==> src/rtl/mux_stream_rr_pkg.sv <==
// Shared constants and helpers for the round-robin stream multiplexer.
// Selection modes and the select-width helper live here.
package mux_pkg;

  localparam int MODE_FIXED = 0;
  localparam int MODE_RR    = 1;

  typedef enum logic {
    EMPTY = 1'b0,
    FULL  = 1'b1
  } outState_e;

  // Width able to index n items, never narrower than one bit.
  function automatic int clog2_min1(input int n);
    int w = 1;
    while ((1 << w) < n) w = w + 1;
    return w;
  endfunction

endpackage

==> src/rtl/mux_stream_rr_arbiter.sv <==
// Round-robin arbiter: owns the last-grant pointer and picks the first
// requester after it, wrapping around the channel list.
module rr_arbiter
  import mux_pkg::*;
#(
  parameter int  N = 4,
  localparam int W = clog2_min1(N)
) (
  input  logic         clk,
  input  logic         rst_n,
  input  logic [N-1:0] req,
  input  logic         advance,
  output logic [W-1:0] gnt,
  output logic         gnt_vld
);

  logic [W-1:0] lastGrant_q, lastGrant_d;
  int           idx;

  // Reset points at the top channel so channel 0 wins the first scan.
  always_ff @(posedge clk or negedge rst_n) begin
    if (!rst_n) lastGrant_q <= W'(N - 1);
    else        lastGrant_q <= lastGrant_d;
  end

  always_comb begin
    lastGrant_d = lastGrant_q;
    if (advance && gnt_vld) lastGrant_d = gnt;
  end

  // Scan descending so the nearest requester after the pointer is written last.
  always_comb begin
    gnt     = '0;
    gnt_vld = 1'b0;
    idx     = 0;
    for (int k = N; k >= 1; k--) begin
      idx = (int'(lastGrant_q) + k) % N;
      if (req[idx]) begin
        gnt     = W'(idx);
        gnt_vld = 1'b1;
      end
    end
  end

endmodule

==> src/rtl/mux_stream_rr.sv <==
// N-channel stream multiplexer with one registered output stage, using either
// a fixed external select or round-robin arbitration.
module mux_stream_rr
  import mux_pkg::*;
#(
  parameter int  N_CH   = 4,
  parameter int  DATA_W = 8,
  parameter int  MODE   = MODE_FIXED,
  localparam int SEL_W  = clog2_min1(N_CH)
) (
  input  logic                   clk,
  input  logic                   rst_n,
  input  logic [SEL_W-1:0]       sel,
  input  logic [N_CH-1:0]        in_valid,
  input  logic [N_CH*DATA_W-1:0] in_data,
  output logic [N_CH-1:0]        in_ready,
  output logic                   out_valid,
  output logic [DATA_W-1:0]      out_data,
  output logic [SEL_W-1:0]       out_ch,
  input  logic                   out_ready
);

  outState_e         state_q, state_d;
  logic [DATA_W-1:0] outData_q, outData_d;
  logic [SEL_W-1:0]  outCh_q, outCh_d;
  logic [SEL_W-1:0]  gnt;
  logic              gntVld;
  logic              loadEn;
  logic              transfer;
  logic [DATA_W-1:0] selData;

  assign loadEn   = (state_q == EMPTY) || out_ready;
  assign transfer = loadEn && gntVld && rst_n;

  generate
    if (MODE == MODE_RR) begin : g_rr
      logic unusedSel;
      assign unusedSel = ^sel;
      rr_arbiter #(.N(N_CH)) u_arb (
        .clk     (clk),
        .rst_n   (rst_n),
        .req     (in_valid),
        .advance (transfer),
        .gnt     (gnt),
        .gnt_vld (gntVld)
      );
    end else begin : g_fixed
      // A select beyond the last channel matches no channel and never grants.
      always_comb begin
        gntVld = 1'b0;
        for (int i = 0; i < N_CH; i++) begin
          if (sel == SEL_W'(i) && in_valid[i]) gntVld = 1'b1;
        end
      end
      assign gnt = sel;
    end
  endgenerate

  always_comb begin
    in_ready = '0;
    selData  = '0;
    for (int i = 0; i < N_CH; i++) begin
      in_ready[i] = transfer && (gnt == SEL_W'(i));
      if (gnt == SEL_W'(i)) selData = in_data[i*DATA_W +: DATA_W];
    end
  end

  // Draining without a new load empties the stage but keeps data/channel.
  always_comb begin
    state_d   = state_q;
    outData_d = outData_q;
    outCh_d   = outCh_q;
    if (transfer) begin
      state_d   = FULL;
      outData_d = selData;
      outCh_d   = gnt;
    end else if (out_ready) begin
      state_d = EMPTY;
    end
  end

  always_ff @(posedge clk or negedge rst_n) begin
    if (!rst_n) begin
      state_q   <= EMPTY;
      outData_q <= '0;
      outCh_q   <= '0;
    end else begin
      state_q   <= state_d;
      outData_q <= outData_d;
      outCh_q   <= outCh_d;
    end
  end

  assign out_valid = (state_q == FULL);
  assign out_data  = outData_q;
  assign out_ch    = outCh_q;

endmodule

==> config.mk <==
export PLATFORM = sky130hd
export DESIGN_NAME = mux_stream_rr
export DESIGN_NICKNAME = d
export VERILOG_FILES = /design/src/rtl/mux_stream_rr_pkg.sv /design/src/rtl/mux_stream_rr_arbiter.sv /design/src/rtl/mux_stream_rr.sv
export SDC_FILE = /design/constraint.sdc
export NUM_CORES = 1
export LEC_CHECK = 0
export CORE_MARGIN = 2
export CORE_UTILIZATION = 30
export CTS_CLUSTER_SIZE = 20
export DETAILED_ROUTE_END_ITERATION = 8
export GPL_TIMING_DRIVEN = 0
export PLACE_DENSITY = 0.74
export SYNTH_ARGS = -nofsm -noshare
export SYNTH_HDL_FRONTEND = slang
export SYNTH_HIERARCHICAL = 1
export SYNTH_SLANG_ARGS = --single-unit
==> constraint.sdc <==
create_clock -name clk -period 1.34 [get_ports clk]
set_clock_uncertainty 0.15 [all_clocks]
set_input_delay 0.402 -clock clk [delete_from_list [all_inputs] [get_ports clk]]
set_output_delay 0.402 -clock clk [all_outputs]
set_load 0.1 [all_outputs]
==> flow_summary.json <==
{
  "status": "finished, violations left",
  "violations": "negative hold slack, negative setup slack",
  "wl_per_cell_um": 14.8,
  "finalSetupViolations": 25,
  "setup_tns_ns": -7.97,
  "drc": 0,
  "syn_nets": 90,
  "hold_viol_final": 11,
  "synthCells": 49,
  "insertion_delay_ns": 0.26,
  "slew_violations": 0,
  "initial_core_util_pct": 31.1,
  "netlist_area_um2": 756,
  "routed_wirelength_mm": 2.23,
  "grt_pass1_wl_mm": 3.27,
  "multi_input_area_um2": 567,
  "path_buf_inv": 1,
  "drt_first_pass_iters": 4,
  "clockBufferDepth": 2,
  "power.leakage_nw": 0.763,
  "fp.dieH_um": 54.2,
  "cts.sinks": 11,
  "die_w_um": 54.2,
  "layout_common_cells": "clkdlybuf4s50_1 (32), buf_12 (14), mux2_4 (10), dfrtp_2 (10), buf_4 (10)",
  "numPortBuffers": 54,
  "grt_remaining_overflow": 0,
  "worst_ep_arrival_time_ns": 1.46,
  "root_buffer": "clkbuf_4",
  "final_nets": 162,
  "grt_pass1_vias": 733,
  "critPathLaunchType": "flip-flop",
  "path_clk_slew_ns": 0.07,
  "drt-vias-per-instance": 4.96,
  "fin_ws_ns": -0.674,
  "cts_tree": "yes",
  "ff2ff_path_depth": 7,
  "hpwl_mm": 1.64,
  "finalCritPeriodShare_pct": 150,
  "antenna_found_initial": 0,
  "track_usage_pct": 15.9,
  "critPathKind": "flip-flop to output pin",
  "hold_path_class": "primary input to asynchronous set/reset pin",
  "die_area_mm2": 0.00294,
  "htreeDepth": 1,
  "crit_path_cell_trace": "nand2b_4, nand2_4, nor4b_4, buf_6",
  "final.min_clock_period_ns": 2.01,
  "crit_fanout": 3,
  "critPathSlowestCell": "dfrtp_4",
  "ir_drop_mv": 1.29,
  "area_growth_syn_to_layout_pct": 131,
  "synth_cell_type_count": 17,
  "regArea_um2": 292,
  "drive_above_1_share_pct": 57.5,
  "antenna_left": 0,
  "yosys_warnings": 6,
  "worst-path-stages": 4,
  "cp.required_ns": 0.79,
  "core_mm2": 0.00243,
  "ys_ff_latch": 11,
  "maxCapViolations": 0,
  "io_pins": 56,
  "ys_seq_area_share_pct": 36.4,
  "hold_slack_ns": -0.0767,
  "cp-end-kind": "output pin",
  "gp_congestion": 0.624,
  "cpPeakStageDelay_ns": 0.49,
  "tightest_slew_ns": 0.436,
  "dp_slack_ns": -2.37,
  "layout.cells.most_common": "clkdlybuf4s50_1",
  "rsz0062_at_grt": "yes",
  "drtIter0Drc": 3,
  "synth.avg_cell_area_um2": 15.4,
  "max_clock_freq_mhz": 497,
  "pwr_density_cell_mw_per_mm2": 1290,
  "fillCellCount": 163,
  "num_antenna_cells": 0,
  "grt_max_degree": 18,
  "num_vias": 744,
  "cts-buffers-inserted": 3,
  "critPathTopFamily": "flip-flops",
  "placementRows": 18,
  "slew_headroom_pct": 70.9
}
==> logic make-up (layout without fill, tap and decap cells) <==
family	Yosys count	count (layout)	synth area share, %
simple gates	13	13	10.3
flops	11	11	36.4
mux	20	20	47.2
compound gates	2	2	2.32
buf+inv	3	74	3.81
==> metal layers <==
layer  GRT usage [%]  routed length [um]  vias up
met1            18.2                 865      352
li1                -                   -      349
met2            28.3                1110       39
met3            3.61                 225        4
met5               0                   0        -
met4            6.25                  26        0
==> cells in the mapped netlist, drive strengths merged <==
cell type  instances  area share [%]
dfrtp             11              36
mux2              11              16
mux4               9              31
nand2              5             2.5
nand3              3             3.6
buf                2             2.0
a22o               1             1.2
a31o               1             1.2
clkbuf             1             1.8
nand2b             1            0.83
nor2               1            0.50
nor3               1            0.66
nor3b              1            0.99
nor4b              1             1.2
==> worst reg2reg max path: stages (launching register included) <==
cell,delay [ns]
dfrtp_4,0.49
nand2b_4,0.11
buf_4,0.12
buf_6,0.08
buf_4,0.10
buf_4,0.11
nand3_4,0.18
mux2_4,0.36
==> metrics by stage <==
step	power, mW	hold slack (ns)	util, %	area (um2)	cells
6_report	2.26	-0.0767	71.9	1750	150
5_1_grt	2.34	-0.0663	71.9	1750	150
4_1_cts	2.17	-0.0792	68.8	1670	146
3_5_place_dp	1.73	0.352	60.4	1470	133
3_3_place_gp	1.71	0.348	60.4	1470	133
2_1_floorplan	1.38	-0.0436	-	891	49
==> repair_timing <==
action / 4_1_cts / 5_1_grt
resized for setup: 141 / 11
pin swaps: 4 / 4
buffers inserted: 9 / 4
setup endpoints to repair: 27 / 25
hold endpoints to repair: 11 / 11
==> sequential cells by signal (all words and copies together), names as in the netlist <==
name	count
out_ch	2
out_data	8
out_valid	1
==> worst paths after layout <==
check / startpoint / to / slack, ns
worst max-delay path: out_valid / in_ready[0] / -0.67
worst min register to register: out_ch[0] / out_ch[0] / 0.38
worst min-delay path: rst_n / out_valid / -0.08
max in group asynchronous: rst_n / out_valid / 0.78
min in group clk: out_ch[0] / out_ch[0] / 0.38
worst max register to register: out_valid / out_data[1] / -0.48
==> area by class of cell <==
cell class,instances,share of cell area [%]
Timing Repair Buffer,67,44.1
Clock buffer,4,1.50
Sequential cell,11,16.7
Multi-Input combinational cell,35,32.4
Buffer,3,3.22
Tap cell,30,2.15
==> power breakdown <==
group,internal [mW],switching (mW)
Clock,0.115,0.106
Combinational,0.674,0.839
Sequential,0.435,0.0890
No activity file was read; power rests on OpenSTA's default activity.
